===== src/rtl/and_mask_arbiter_if.sv =====
// rtl/and_mask_arbiter_if.sv - request/response bundle between clients and the shared AND arbiter
interface and_mask_arbiter_if #(
  parameter int WIDTH      = 16,
  parameter int REQUESTERS = 4
);
  localparam int ID_W = (REQUESTERS > 1) ? $clog2(REQUESTERS) : 1;

  logic [REQUESTERS-1:0]       req_valid;
  logic [REQUESTERS-1:0]       req_ready;
  logic [REQUESTERS*WIDTH-1:0] req_a;
  logic [REQUESTERS*WIDTH-1:0] req_b;
  logic                        rsp_valid;
  logic                        rsp_ready;
  logic [WIDTH-1:0]            rsp_data;
  logic [ID_W-1:0]             rsp_id;
  logic [7:0]                  grant_count;

  modport master (
    output req_valid, req_a, req_b, rsp_ready,
    input  req_ready, rsp_valid, rsp_data, rsp_id, grant_count
  );

  modport slave (
    input  req_valid, req_a, req_b, rsp_ready,
    output req_ready, rsp_valid, rsp_data, rsp_id, grant_count
  );
endinterface


===== src/rtl/and_mask_arbiter.sv =====
// rtl/and_mask_arbiter.sv - round-robin arbiter feeding one shared registered a & b stage
module and_mask_arbiter #(
  parameter int WIDTH      = 16,
  parameter int REQUESTERS = 4
) (
  input logic                clk,
  input logic                rst,
  and_mask_arbiter_if.slave  bus
);
  localparam int ID_W = (REQUESTERS > 1) ? $clog2(REQUESTERS) : 1;

  logic [ID_W-1:0]  last_grant;
  logic [ID_W-1:0]  grant_idx;
  logic             grant_any;
  logic             accept;
  logic             transfer;
  logic [WIDTH-1:0] masked;
  logic             rsp_valid_q;
  logic [WIDTH-1:0] rsp_data_q;
  logic [ID_W-1:0]  rsp_id_q;
  logic [7:0]       grant_count_q;

  // The slot is free when empty or when the held result drains this cycle.
  assign accept   = !rsp_valid_q || bus.rsp_ready;
  assign transfer = !rst && accept && grant_any;

  // Search starts just past the last winner; the modulo keeps non-power-of-two
  // counts from ever landing on an index at or above REQUESTERS.
  always_comb begin
    int              cand;
    logic [ID_W-1:0] cand_idx;
    grant_any = 1'b0;
    grant_idx = '0;
    cand      = 0;
    cand_idx  = '0;
    for (int k = 1; k <= REQUESTERS; k++) begin
      cand     = (int'(last_grant) + k) % REQUESTERS;
      cand_idx = ID_W'(cand);
      if (!grant_any && bus.req_valid[cand_idx]) begin
        grant_any = 1'b1;
        grant_idx = cand_idx;
      end
    end
  end

  always_comb begin
    bus.req_ready = '0;
    if (transfer) begin
      bus.req_ready[grant_idx] = 1'b1;
    end
  end

  always_comb begin
    masked = '0;
    for (int i = 0; i < REQUESTERS; i++) begin
      if (ID_W'(i) == grant_idx) begin
        masked = bus.req_a[i*WIDTH +: WIDTH] & bus.req_b[i*WIDTH +: WIDTH];
      end
    end
  end

  always_ff @(posedge clk) begin
    if (rst) begin
      rsp_valid_q   <= 1'b0;
      rsp_data_q    <= '0;
      rsp_id_q      <= '0;
      last_grant    <= ID_W'(REQUESTERS - 1);
      grant_count_q <= 8'd0;
    end else if (transfer) begin
      rsp_valid_q   <= 1'b1;
      rsp_data_q    <= masked;
      rsp_id_q      <= grant_idx;
      last_grant    <= grant_idx;
      grant_count_q <= grant_count_q + 8'd1;
    end else if (rsp_valid_q && bus.rsp_ready) begin
      rsp_valid_q   <= 1'b0;
    end
  end

  assign bus.rsp_valid   = rsp_valid_q;
  assign bus.rsp_data    = rsp_data_q;
  assign bus.rsp_id      = rsp_id_q;
  assign bus.grant_count = grant_count_q;
endmodule


===== src/flat_wrapper.sv =====
// flat-port wrapper written by rule: the top's interface ports become plain ports
module and_mask_arbiter_flat 
#(
  parameter int WIDTH      = 16,
  parameter int REQUESTERS = 4
)
  (clk, rst, bus_req_valid, bus_req_a, bus_req_b, bus_rsp_ready, bus_req_ready, bus_rsp_valid, bus_rsp_data, bus_rsp_id, bus_grant_count);
  and_mask_arbiter_if #(.WIDTH(WIDTH), .REQUESTERS(REQUESTERS)) bus_i ();
  input logic clk;
  input logic rst;
  input wire logic [$bits(bus_i.req_valid)-1:0] bus_req_valid;
  input wire logic [$bits(bus_i.req_a)-1:0] bus_req_a;
  input wire logic [$bits(bus_i.req_b)-1:0] bus_req_b;
  input wire logic [$bits(bus_i.rsp_ready)-1:0] bus_rsp_ready;
  output wire logic [$bits(bus_i.req_ready)-1:0] bus_req_ready;
  output wire logic [$bits(bus_i.rsp_valid)-1:0] bus_rsp_valid;
  output wire logic [$bits(bus_i.rsp_data)-1:0] bus_rsp_data;
  output wire logic [$bits(bus_i.rsp_id)-1:0] bus_rsp_id;
  output wire logic [$bits(bus_i.grant_count)-1:0] bus_grant_count;
  assign bus_i.req_valid = bus_req_valid;
  assign bus_i.req_a = bus_req_a;
  assign bus_i.req_b = bus_req_b;
  assign bus_i.rsp_ready = bus_rsp_ready;
  assign bus_req_ready = bus_i.req_ready;
  assign bus_rsp_valid = bus_i.rsp_valid;
  assign bus_rsp_data = bus_i.rsp_data;
  assign bus_rsp_id = bus_i.rsp_id;
  assign bus_grant_count = bus_i.grant_count;
  and_mask_arbiter #(.WIDTH(WIDTH), .REQUESTERS(REQUESTERS)) u_core (.clk(clk), .rst(rst), .bus(bus_i));
endmodule

===== config.mk =====
export PLATFORM = sky130hd
export DESIGN_NAME = and_mask_arbiter_flat
export DESIGN_NICKNAME = d
export VERILOG_FILES = /design/src/rtl/and_mask_arbiter_if.sv /design/src/rtl/and_mask_arbiter.sv /design/src/flat_wrapper.sv
export SDC_FILE = /design/constraint.sdc
export NUM_CORES = 1
export LEC_CHECK = 0
export CAP_MARGIN = 20
export CORE_UTILIZATION = 28
export CTS_CLUSTER_SIZE = 20
export DETAILED_ROUTE_END_ITERATION = 8
export PLACE_DENSITY = 0.72
export SLEW_MARGIN = 5
export SYNTH_ARGS = -nofsm -noshare
export SYNTH_HDL_FRONTEND = slang
export SYNTH_SLANG_ARGS = --single-unit

===== constraint.sdc =====
create_clock -name clk -period 4.3 [get_ports clk]
set_clock_uncertainty 0.1 [all_clocks]
set_input_delay 0.86 -clock clk [delete_from_list [all_inputs] [get_ports clk]]
set_output_delay 0.86 -clock clk [all_outputs]
set_load 0.02 [all_outputs]

==> results.tsv <==
metric	value	unit
status	finished clean	
hold_viol_final	0	
hpwl	6560	µm
antenna_found_initial	0	
path_class	in2out	
die_area	7810	µm²
cts_setup_buffers	0	
grt_usage	22.0	%
antenna_cells	0	
cellLeakagePower	1.42	nW
syn_inst	256	
io-pin-count	166	
initial_core_util	28.9	%
period_needed	3.99	ns
drt_iter0_markers	98	
grt_setup_unrepaired	no	
drc_errors	0	
place.gp.congestion	0.846	
p_sw_share	31.0	%
clock.fmax	0.250	GHz
wl_per_cell	16.0	µm
final.setup.worst_slack	0.307	ns
port_buffers	165	
synth_area	2090	µm²
cts_resized	0	
rows	31	
synthFlopType	dfxtp_1	
cts_buffer_depth	2	
gr-total-overflow	0	
internal-power	0.605	mW
crit_family	buffers and inverters	
power_frac_seq	35.2	%
synth_edf_count	0	
grt_pass1_wl	13200	µm
via_per_inst	5.10	
avgSynthCellArea	8.16	µm²
path_buf_inv	3	
syn_nets	392	
clkPwrFrac	23.8	%
cts_tree	yes	
coreArea	7210	µm²
insertion_delay	0.27	ns
cp_slowest_stage_delay	0.66	ns
async_flop_share	0	%
yosys_register_bits	29	
dieHeight	88.4	µm
cts_sinks	29	
slew-limit-headroom	55.0	%
fin_setup_tns	0	ns
crit_fanout	9	
slew_violations	0	
cp.arrival	3.03	ns
hold_class	reg2reg	
drive_gt1_share	8.19	%
dp_worst_setup_slack	0.279	ns
yosysTopAreaCellShare	27.8	%
path_clk_slew	0.06	ns
ys_seq_area_share	27.8	%
setup_viol	0	
n_fill_cell	718	
areaGrowthSynthToFinish	86.2	%
powerDensity	226	nW/µm²
mostFrequentLayoutCell	clkdlybuf4s50_1	
die_x	88.4	µm
crit_path_frequent_cell	clkdlybuf4s50_1	
synth_area_leader_cell	dfxtp_1	
worst_pin_slew	0.675	ns
maxCapViolCount	0	
postRouteAntennaNets	0	
timing.final.crit_share	92.9	%
synth_cell_types	41	
firstDrtPassIters	4	
critPathCaptureType	output pin	
power_switching	0.272	mW
ctsRootBufferMaster	clkbuf_8	
drt_wl_total	8230	µm
path_cells	clkdlybuf4s50_1 > buf_4 > nand2b_1 > a21oi_1 > nor3_1 > nor4_1 > clkdlybuf4s50_1	
final_cell_mix	165 x clkdlybuf4s50_1, 33 x a211oi_1, 29 x dfxtp_1, 20 x and3_1, 19 x nand3_1	
fin_nets	550	
p_comb_share	41.0	%
grt_max_degree	33	
slowest_stage	clkdlybuf4s50_1	
grt_pass1_vias	2753	
synthTopCellsByArea	dfxtp_1 28%, a211oi_1 12%, and3_1 6.0%	
worstPathRequired	3.34	ns
peakVddDrop	0.103	mV
via_count	2621	
cts_inserted_buffers	5	
holdBufCountCts	0	
htree_levels	2	
start_kind	input pin	
yosysWarnings	0	
[cell families (layout without fill, tap and decap cells)]
logic type               count (synthesis)  in the layout  share of synthesized area (%)
multiplexers                             4              4                           2.10
flip-flops                              29             29                           27.8
adder cells (fa/ha/maj)                  1              1                          0.599
AO/OA/AOI/OAI                           94             94                           34.5
XOR/XNOR                                 3              3                           1.26
AND/OR/NAND/NOR                         98             98                           26.6
buffers and inverters                   27            186                           7.13
[registers in the layout, indices dropped and copies added, names as in the netlist]
signal,count
u_core.last_grant,2
u_core.bus.rsp_valid,1
u_core.bus.grant_count,8
u_core.bus.rsp_id,2
u_core.bus.rsp_data,16
[metrics by stage]
stage | power, mW | util (%) | cell area [µm²] | std cells | hold slack, ns
after detailed placement | 0.676 | 52.7 | 3800 | 506 | 0.357
after CTS | 0.890 | 53.9 | 3890 | 514 | 0.368
after global routing | 0.932 | 53.9 | 3890 | 514 | 0.397
after global placement | 0.674 | 52.7 | 3800 | 506 | 0.355
final | 0.877 | 53.9 | 3890 | 514 | 0.363
after floorplan | 0.472 | - | 2090 | 256 | 0.433
[cells in the mapped netlist, types with 2 or more instances]
master	instances
mux2_1	2
and3_1	20
buf_4	2
buf_6	4
o21bai_2	10
xnor2_1	2
nand4_1	18
a21oi_1	4
o21bai_1	7
nor3_1	5
a211oi_1	33
nand3_1	19
a31oi_1	17
nor2_1	13
nand2b_1	5
o21a_1	2
nand2_1	7
nor2b_1	3
buf_2	8
dfxtp_1	29
nor4_1	2
o211ai_1	16
clkbuf_1	10
[layout make-up]
type,instances,area (µm²),share of cell area [%]
multi-input combinational,200,1360,35.0
timing repair buffer,176,1730,44.6
inverter,2,7.51,0.193
sequential,29,581,14.9
tap,99,124,3.19
clock buffer,6,72.6,1.87
clock inverter,2,10.0,0.257
[worst reg2reg max path, cell delays in order, from the launching register on]
cell and delay [ns]:
dfxtp_1 0.51, nor2_1 0.09, a311o_1 0.57, a211oi_1 0.41, a31oi_1 0.13
[metal layers]
metal	wire [µm]	GRT usage, %	share of wire (%)
met5	0	0	0
met4	193	8.94	2.3
met3	584	4.85	7.1
met2	4190	39.5	51
met1	3260	25.3	40
[power by group through the flow]
| stage | clock, mW | sequential [mW] | combinational [mW] |
|---|---|---|---|
| final | 0.209 | 0.309 | 0.360 |
| after detailed placement | 0 | 0.315 | 0.361 |
| after CTS | 0.219 | 0.309 | 0.362 |
| after global placement | 0 | 0.314 | 0.360 |
| after global routing | 0.232 | 0.313 | 0.387 |
| after floorplan | 0 | 0.336 | 0.136 |
[path summary, 6_finish.rpt]
check / start / end / slack [ns] / cells after the start
hold reg to reg: u_core.bus.rsp_id[1] / u_core.bus.rsp_id[1] / 0.36 / 2
hold / removal: u_core.bus.rsp_id[1] / u_core.bus.rsp_id[1] / 0.36 / 2
setup / recovery: bus_req_valid[1] / bus_req_ready[1] / 0.31 / 7
setup reg to reg: u_core.last_grant[1] / u_core.bus.rsp_data[13] / 2.38 / 4
Power figures use the tool's default switching activity.
==> RTL change, RTL diff (same flow settings) <==
`REQUESTERS` is set to 4 in 3 places; all go to 8.
--- a/src/rtl/and_mask_arbiter_if.sv
+++ b/src/rtl/and_mask_arbiter_if.sv
@@ -3,3 +3,3 @@
   parameter int WIDTH      = 16,
-  parameter int REQUESTERS = 4
+  parameter int REQUESTERS = 8
 );
--- a/src/rtl/and_mask_arbiter.sv
+++ b/src/rtl/and_mask_arbiter.sv
@@ -3,3 +3,3 @@
   parameter int WIDTH      = 16,
-  parameter int REQUESTERS = 4
+  parameter int REQUESTERS = 8
 ) (
--- a/src/flat_wrapper.sv
+++ b/src/flat_wrapper.sv
@@ -4,3 +4,3 @@
   parameter int WIDTH      = 16,
-  parameter int REQUESTERS = 4
+  parameter int REQUESTERS = 8
 )
Interface: changed (5 resized); port bits go from 166 to 303. The function was not compared with the original's and may differ.
==> RTL change against the unedited design <==
The flow now finishes with violations (negative setup slack). Synthesized area grew 82%. Routed wire length grew to 2.6 times the old value. Setup slack lost 0.32 ns. Critical endpoint is now bus_req_ready[7]. Design area grew 110%. Critical path depth grew 6. Sequential cell count grew 2.
Power is left out: it rests on default switching activity, and per cell area and clock period it moved more than threefold.
==> RTL change: results (changes against the unedited design) <==
| Metric | Value |
|---|---|
| Vias in the first global route | 5698 (+110%) |
| Placed insts | 978 (+93%) |
| Hpwl dp | 17.46 mm (+170%) |
| Yosys Warn Count | 0 (unchanged) |
| Final setup TNS | -0.01647 ns (-0.01647 ns) |
| Failing checks | negative setup slack |
| Setup violators final | 1 (+1) |
| Status | finished, violations left |
| Critical Path AT | 3.36 ns (+0.33 ns) |
| Post-Route WL | 21.46 mm (+160%) |
| Drt initial violations | 356 (+260%) |
| Max reg flops | 16 (unchanged) |
| Total GRT Usage | 29.20% (+7.2 points) |
| Post-layout nets | 1110 (+100%) |
| Share of cells above drive strength 1 | 27.59% (+19 points) |
| Initial antenna violation count | 6 (+6) |
| CP max FO | 7 (-2) |
| Synth top area cells | dfxtp_1, mux4_2, and3_1 |
| Via count | 5591 (+110%) |
| Worst slew margin | 58.97% (+3.9 points) |
| Fill cells | 1190 (+66%) |
| Clock Path Buffers | 2 (unchanged) |
| Worst-path clk slew | 0.05 ns |
| Top cells by count, synth | nand2_1, and3_1, a21oi_1 |
| Share of synthesized registers carrying an async set or reset | 0% (unchanged) |
| First-pass GRT wire length | 31.66 mm (+140%) |
| Clock Latency Late Sink | between 0.2 and 0.3 ns |
| Post-Syn Nets | 734 (+87%) |
| Pin count of the biggest net entering global routing | 50 (+52%) |
| Setup ws final | -0.01647 ns (-0.3233 ns) |
| Root buffer cell | clkbuf_16 |
| Synth unique cells | 78 (+90%) |
| WL per Instance | 20.97 um (+31%) |
| Drt first pass iters | 5 (+1) |
| Syn Area/Cell | 8.211 um^2 (+0.66%) |
| Worst hold path type | reg2reg |
| Seq/Total Area, Yosys | 16.29% (-12 points) |
| Post-synth EDFFs | 0 (unchanged) |
| TritonCTS Buffers | 5 (unchanged) |
| H-tree depth | 2 (unchanged) |
| GPL Wtd Cong | 0.8958 (+5.8%) |
| Port Buffers | 302 (+83%) |
RTL change: changes by cell type after synthesis, moves of 18 or more:
cell / change
a211oi_1: -29
a21oi_1: +31
a311oi_1: +25
and3_1: +18
nand2_1: +38
nor3_1: +20
RTL change: cell families (layout without fill, tap and decap cells):
kind of cell	count (synthesis)	count (layout)	share of synthesized area [%]
simple gates	206	206	31.66
xor+xnor	10	10	2.890
flops	31	31	16.29
buf+inv	43	420	6.174
compound gates	139	139	29.29
fa+ha+maj	3	3	0.9853
mux	32	32	12.71
other cells	0	6	0
RTL change: worst max-delay path, stage by stage (launching register included):
cell,delay [ns]
dfxtp_2,0.35
inv_2,0.06
ha_4,0.35
buf_6,0.13
mux2_4,0.32
nand3b_1,0.17
o211ai_4,0.12
buf_6,0.14
nor4_4,0.42
a21boi_4,0.30
a31oi_4,0.07
buf_6,0.15
nor4_4,0.30
buf_4,0.20
RTL change: layout make-up:
class                           instances  share of cell area (%)
Inverter                                6                  0.2746
Sequential cell                        31                   7.611
Timing Repair Buffer                  406                   47.04
Clock inverter                          2                  0.4271
Clock buffer                            6                   1.693
Antenna cell                            6                  0.1830
Multi-Input combinational cell        390                   40.09
Tap cell                              176                   2.685
RTL change: path summary, 6_finish.rpt:
| path | start | to | slack, ns | cells past startpoint |
|---|---|---|---|---|
| hold / removal | u_core.bus.rsp_id[0] | u_core.bus.rsp_id[0] | 0.40 | 2 |
| setup reg to reg | u_core.last_grant[0] | u_core.bus.rsp_data[11] | 0.43 | 18 |
| setup / recovery | u_core.last_grant[0] | bus_req_ready[7] | -0.02 | 13 |
| hold reg to reg | u_core.bus.rsp_id[0] | u_core.bus.rsp_id[0] | 0.40 | 2 |
RTL change: metal layers:
layer | vias to the layer above | track usage (%) | wire (um) | share of wire [%]
met3 | 64 | 3.620 | 1188 | 5.5
li1 | 2595 | - | - | -
met2 | 278 | 52.60 | 11040 | 51
met5 | - | 0 | 0 | 0
met1 | 2654 | 33.51 | 8089 | 38
met4 | 0 | 15.19 | 1141 | 5.3
RTL change: what timing repair did:
action | in CTS | in global routing
gates resized for setup | 103 | 44
setup buffers | 23 | 9
endpoints found under the setup margin | 8 | 8
pin swaps | 15 | 16
RTL change: metrics by stage:
| stage | hold slack, ns | area, um^2 | setup WS, ns | util [%] |
|---|---|---|---|---|
| global placement | 0.3944 | 7551 | -0.7874 | 57.02 |
| detailed placement | 0.3942 | 7551 | -0.8490 | 57.02 |
| CTS | 0.4019 | 7968 | 0.01128 | 60.17 |
| global route | 0.4308 | 8203 | -0.09823 | 61.94 |
| floorplan | 0.4338 | 3961 | 0.009218 | - |
| finish | 0.4036 | 8203 | -0.01647 | 61.94 |
